<file path="config.mk">
export PLATFORM = sky130hd
export DESIGN_NAME = slice_store
export DESIGN_NICKNAME = d
export VERILOG_FILES = /design/src/rtl/slice_store_pkg.sv /design/src/rtl/slice_store_mem.sv /design/src/rtl/slice_store.sv
export SDC_FILE = /design/constraint.sdc
export NUM_CORES = 2
export LEC_CHECK = 0
export CAP_MARGIN = 40
export CORE_MARGIN = 2
export CORE_UTILIZATION = 27
export DETAILED_ROUTE_END_ITERATION = 8
export GPL_TIMING_DRIVEN = 0
export PLACE_DENSITY_LB_ADDON = 0.25
export SLEW_MARGIN = 40
export SYNTH_ARGS = -nofsm -noshare
export SYNTH_HDL_FRONTEND = slang
export SYNTH_HIERARCHICAL = 1
export SYNTH_SLANG_ARGS = --single-unit
</file>
<file path="constraint.sdc">
create_clock -name clk -period 3.35 [get_ports clk]
set_clock_uncertainty 0.2 [all_clocks]
set_input_delay 0.67 -clock clk [delete_from_list [all_inputs] [get_ports clk]]
set_output_delay 0.67 -clock clk [all_outputs]
set_load 0.02 [all_outputs]
</file>
<file path="src/rtl/slice_store_pkg.sv">
// slice_store shared types and constants.
// 64-line by 25-bit Keccak state, one 5x5 slice per line.
package slice_store_pkg;

  localparam int LINE_W = 25;
  localparam int DEPTH  = 64;
  localparam int AW     = 6;

  typedef logic [LINE_W-1:0] slice_line_t;
  typedef logic [AW-1:0]     addr_t;

  typedef enum logic [1:0] {
    IDLE,
    LOAD,
    SERVE,
    DUMP
  } state_t;

endpackage

</file>
<file path="src/rtl/slice_store_mem.sv">
// 64x25 register array, async clear.
// One write port, two combinational read ports.
module slice_store_mem
  import slice_store_pkg::*;
(
  input  logic              clk,
  input  logic              rst,
  input  logic              we,
  input  logic [AW-1:0]     waddr,
  input  logic [LINE_W-1:0] wdata,
  input  logic [AW-1:0]     raddr_a,
  output logic [LINE_W-1:0] rdata_a,
  input  logic [AW-1:0]     raddr_b,
  output logic [LINE_W-1:0] rdata_b
);

  slice_line_t mem_q [DEPTH];
  slice_line_t mem_d [DEPTH];

  always_comb begin
    mem_d = mem_q;
    if (we) mem_d[waddr] = wdata;
  end

  always_ff @(posedge clk or negedge rst) begin
    if (!rst) begin
      for (int i = 0; i < DEPTH; i++) mem_q[i] <= '0;
    end else begin
      mem_q <= mem_d;
    end
  end

  assign rdata_a = mem_q[raddr_a];
  assign rdata_b = mem_q[raddr_b];

endmodule

</file>
<file path="src/rtl/slice_store.sv">
// Keccak state store: streaming load/dump ports plus
// a step-engine port owned while step_en is held.
module slice_store
  import slice_store_pkg::*;
(
  input  logic              clk,
  input  logic              rst,
  input  logic              load_start,
  input  logic              in_valid,
  input  logic [LINE_W-1:0] in_line,
  output logic              in_ready,
  output logic              load_done,
  input  logic              step_en,
  input  logic [AW-1:0]     cnt_value,
  input  logic              write_enable,
  input  logic [LINE_W-1:0] write_value,
  output logic [LINE_W-1:0] line_out,
  output logic              step_done,
  input  logic              dump_start,
  output logic              out_valid,
  output logic [LINE_W-1:0] out_line,
  input  logic              out_ready,
  output logic              dump_done,
  output logic              busy
);

  localparam addr_t LAST = AW'(DEPTH - 1);

  state_t state_q, state_d;
  addr_t  ptr_q, ptr_d;
  logic   load_done_q, load_done_d;
  logic   step_done_q, step_done_d;
  logic   dump_done_q, dump_done_d;

  logic        we;
  addr_t       waddr;
  slice_line_t wdata;
  slice_line_t rd_cnt;
  slice_line_t rd_ptr;

  always_comb begin
    state_d     = state_q;
    ptr_d       = ptr_q;
    load_done_d = 1'b0;
    step_done_d = 1'b0;
    dump_done_d = 1'b0;
    unique case (state_q)
      IDLE: begin
        if (load_start)      state_d = LOAD;
        else if (step_en)    state_d = SERVE;
        else if (dump_start) state_d = DUMP;
      end
      LOAD: begin
        if (in_valid) begin
          ptr_d = ptr_q + 1'b1;
          if (ptr_q == LAST) begin
            state_d     = IDLE;
            ptr_d       = '0;
            load_done_d = 1'b1;
          end
        end
      end
      SERVE: begin
        if (!step_en) begin
          state_d     = IDLE;
          step_done_d = 1'b1;
        end
      end
      DUMP: begin
        if (out_ready) begin
          ptr_d = ptr_q + 1'b1;
          if (ptr_q == LAST) begin
            state_d     = IDLE;
            ptr_d       = '0;
            dump_done_d = 1'b1;
          end
        end
      end
      default: state_d = IDLE;
    endcase
  end

  always_ff @(posedge clk or negedge rst) begin
    if (!rst) begin
      state_q     <= IDLE;
      ptr_q       <= '0;
      load_done_q <= 1'b0;
      step_done_q <= 1'b0;
      dump_done_q <= 1'b0;
    end else begin
      state_q     <= state_d;
      ptr_q       <= ptr_d;
      load_done_q <= load_done_d;
      step_done_q <= step_done_d;
      dump_done_q <= dump_done_d;
    end
  end

  // Only LOAD and SERVE may write; everything else is protected.
  always_comb begin
    we    = 1'b0;
    waddr = cnt_value;
    wdata = write_value;
    unique case (1'b1)
      (state_q == LOAD): begin
        we    = in_valid;
        waddr = ptr_q;
        wdata = in_line;
      end
      (state_q == SERVE): begin
        we = write_enable;
      end
      default: ;
    endcase
  end

  slice_store_mem u_mem (
    .clk     (clk),
    .rst     (rst),
    .we      (we),
    .waddr   (waddr),
    .wdata   (wdata),
    .raddr_a (cnt_value),
    .rdata_a (rd_cnt),
    .raddr_b (ptr_q),
    .rdata_b (rd_ptr)
  );

  assign in_ready  = (state_q == LOAD);
  assign out_valid = (state_q == DUMP);
  assign busy      = (state_q != IDLE);
  assign load_done = load_done_q;
  assign step_done = step_done_q;
  assign dump_done = dump_done_q;
  assign line_out  = rd_cnt;
  assign out_line  = out_valid ? rd_ptr : '0;

endmodule
</file>
==> results.py <==
metrics = {
    "critical_path": {
        "required_ns": 2.48,
        "reg2regPathDepth": 17,
        "path_max_fanout": 8,
        "path_cells": "buf_12 > buf_16 > buf_16 > buf_16 > buf_12 > mux4_2 > mux2i_4 > mux2i_4 > o22ai_4 > a221oi_4 > and2_4 > buf_6",
        "crit_path_top_delay_cell": "mux4_2",
        "r2r_end": "u_mem/mem_q[1411]$_DFFE_PN0P_",
        "worstSetupStartpoint": "ptr_q[0]$_DFFE_PN0P_",
        "slowest_delay_ns": 0.53,
        "timing.critical_path.to_type": "output pin",
        "crit_type": "flop to output pin",
        "ff2ff_setup_slack_ns": -0.03,
        "path_common_cell": "buf_16",
        "worstReg2RegStart": "state_q[1]$_DFFE_PN0P_",
        "critPathArrivalTime_ns": 3.95,
        "start_kind": "flop",
    },
    "cells_and_area": {
        "areaGrowthSynthToFinish_pct": 31.0,
        "drive_gt1_frac": 0.641,
        "fin_area_mm2": 0.115,
        "final_nets": 6810,
    },
    "synth": {
        "synth_top_family_by_area": "multiplexers",
        "post_synth_xor_area_fraction": 0.000199,
        "yosys_warnings": 6,
        "synth_seq_area_share": 0.459,
        "synthSimpleGateAreaFrac": 0.0300,
        "avgSynthCellArea_um2": 14.9,
        "synth_mux_area_frac": 0.437,
        "syn_nets": 5986,
        "synthCells": 5917,
        "ys_ff_latch": 1611,
        "synth_fa_ha_area_frac": 0.000712,
        "yosys.cell_types.count": 61,
        "synth_compound_area_frac": 0.0345,
        "synth_area_mm2": 0.0879,
    },
    "pwr": {
        "finalPower_w": 0.0941,
        "power_density_mw_per_mm2": 817,
        "ir_drop_v": 0.000569,
        "power.leakage_nw": 51.0,
    },
    "floorplan": {
        "initial_core_util": 0.271,
        "die_area_mm2": 0.330,
        "core_mm2": 0.324,
        "num_io_pins": 120,
        "fp-row-count": 209,
        "die_x_um": 575,
        "die_h_um": 575,
    },
    "min_path": {
        "hold_end": "dump_done$_DFF_PN0_",
        "min_path_cells": 3,
        "hold_path.class": "input pin to flop",
        "min-delay-start": "out_ready",
    },
    "clocking": {
        "numCtsBuffers": 189,
        "cts_sinks": 1611,
        "insertion_delay_ns": 0.88,
        "clock_path_buffers": 4,
        "cts_tree": "built",
        "cts_root_buf": "clkbuf_16",
        "htree_levels": 4,
        "path_clk_slew_ns": 0.06,
    },
    "route": {
        "viasPerCell": 5.77,
        "met1_length_mm": 172,
        "drt-total-wl_mm": 435,
        "drt_iter0_drc": 7910,
        "dr_wl_met3_mm": 50.5,
        "dr_wl_met2_mm": 182,
        "top_layer_used": "met5",
        "drc_errors": 0,
        "ant_nets": 0,
        "routedWlPerCell_um": 38.8,
        "first_pass_iters": 8,
        "vias": 64735,
    },
    "global_route": {
        "grt.total_usage": 0.255,
        "grt_pass1_wl_mm": 575,
        "overflow": 0,
        "grt_max_degree": 110,
        "first_global_vias": 63911,
        "antenna_found_initial": 33,
    },
    "place": {
        "placed_area_mm2": 0.0957,
        "place_congestion": 0.996,
        "numPortBuffers": 119,
        "dpl.hpwl_mm": 304,
    },
    "timing": {
        "finalHoldViolCount": 0,
        "rsz0062_at_grt": "true",
        "fin_crit_sh": 1.44,
        "setup-violations-final": 55,
        "min_period_ns": 4.82,
        "slew_headroom": 0.370,
        "max_freq_mhz": 208,
        "fin_ws_ns": -1.47,
        "tightestPinTransition_ns": 0.945,
        "slew_violations": 0,
        "fin_hold_ws_ns": 0.152,
    },
    "status": {
        "outcome": "complete, but fails checks",
        "violations": "negative setup slack",
    },
    "flow_run": {
        "maxCapViolations": 0,
    },
}
==> cells in the mapped netlist, drive strengths merged <==
cell type	n	area [µm²]
a211oi	31	233
a21boi	1	7.51
a21oi	77	385
a221o	32	320
a221oi	56	490
a22oi	21	158
a31oi	13	81.3
and2	34	218
and2b	2	16.3
and3	19	119
buf	408	2520
clkbuf	220	830
dfrtp	1611	40300
ha	5	62.6
inv	7	26.3
mux2	1900	21400
mux2i	152	1520
mux4	689	15500
nand2	122	460
nand2b	12	75.1
nand3	41	248
nand3b	4	30.0
nand4	4	46.3
nor2	66	433
nor2b	83	519
nor3	61	305
nor3b	1	7.51
nor4	2	25.0
nor4b	7	61.3
o21ai	84	420
o221ai	5	43.8
o22ai	113	707
o311ai	13	114
o31ai	9	67.6
or2	5	33.8
or3	1	6.26
or3b	2	17.5
or4	1	7.51
or4b	1	10.0
xnor2	2	17.5
==> layer usage <==
layer  vias up  track usage
li1      24564            -
met5         -            0
met2      3942        0.362
met4         8        0.149
met1     35155        0.334
met3      1066       0.0897
==> where the power goes <==
part	total [W]	switching, W	internal [W]
sequential	0.0292	0.00437	0.0248
combinational	0.0434	0.0238	0.0196
clock	0.0215	0.00887	0.0126
total	0.0941	0.0371	0.0570
==> state kept, by name, summed over array words and instances (netlist names) <==
| signal | cells |
|---|---|
| state_q | 2 |
| load_done | 1 |
| u_mem/mem_q | 1600 |
| ptr_q | 6 |
| step_done | 1 |
| dump_done | 1 |
==> kinds of logic (layout without fill, tap and decap cells) <==
group	after synthesis	count (layout)
AO/OA/AOI/OAI	455	455
XOR/XNOR	2	2
adder cells (fa/ha/maj)	5	5
multiplexers	2741	2741
flip-flops	1611	1611
AND/OR/NAND/NOR	468	468
other	0	14
buffers and inverters	635	1595
==> worst max-delay path by stage <==
stage	end	slack, ns	depth (start not counted)
finish	out_line[5]	-1.47	12
global route	out_line[23]	-1.46	12
detailed placement	line_out[22]	-3.51	9
floorplan	u_mem/mem_q[439]$_DFFE_PN0P_	0.1	11
CTS	out_line[6]	-1.44	12
global placement	u_mem/mem_q[1221]$_DFFE_PN0P_	-74.47	1
==> timing repair <==
| action | in CTS | in global routing |
|---|---|---|
| buffers inserted | 310 | 167 |
| hold endpoints to repair | 91 | 0 |
| pin swaps | 186 | 120 |
| endpoints found under the setup margin | 1651 | 1224 |
| resized for setup | 1953 | 308 |
| hold buffers | 1 | 0 |
| cloned | 18 | 18 |
==> area by class of cell <==
cell class / count / area (µm²)
plain buffers: 602 / 6980
flip-flops and latches: 1611 / 40300
diodes: 14 / 35.0
repair buffers: 659 / 7960
clock buffers: 275 / 5500
inverters: 7 / 32.5
multi-input cells: 3671 / 48200
fillers: 30877 / 209000
clock inverters: 52 / 733
well taps: 4325 / 5410
==> worst max-delay path, delay by kind of cell (launching register included) <==
kind                   cells  cell delay, ns
AND/OR/NAND/NOR            1            0.22
multiplexers               3            0.86
flip-flops                 1            0.44
AO/OA/AOI/OAI              2            0.47
buffers and inverters      6            0.99
==> placed cells by master, fill, tap and decap left out, drive strengths merged, types with 3 or more instances in the layout <==
master         instances
a21oi                 77
o311ai                13
o21ai                 84
o22ai                113
and2                  34
mux4                 689
nand4                  4
a211oi                31
nor2                  66
nand3                 41
clkinvlp               5
bufinv                17
nor4b                  7
nand2b                12
ha                     5
and3                  19
a221oi                56
o221ai                 5
a221o                 32
clkinv                28
nor2b                 83
a31oi                 13
clkdlybuf4s15          3
clkbuf               511
mux2                1900
inv                    9
clkdlybuf4s50         61
o31ai                  9
buf                  956
diode                 14
nand3b                 4
or2                    5
a22oi                 21
nor3                  61
dfrtp               1611
nand2                122
mux2i                152
==> metrics by stage <==
stage               setup slack, ns  utilization  instances   TNS, ns
finish                        -1.47        0.355      11216    -47.77
global route                  -1.46        0.355      11203    -51.21
CTS                           -1.44        0.347      11044    -48.07
detailed placement            -3.51        0.295      10405  -2787.17
global placement             -74.47        0.292      10361         -
floorplan                    0.0966            -       5917         0
(Power assumes the default switching activity.)
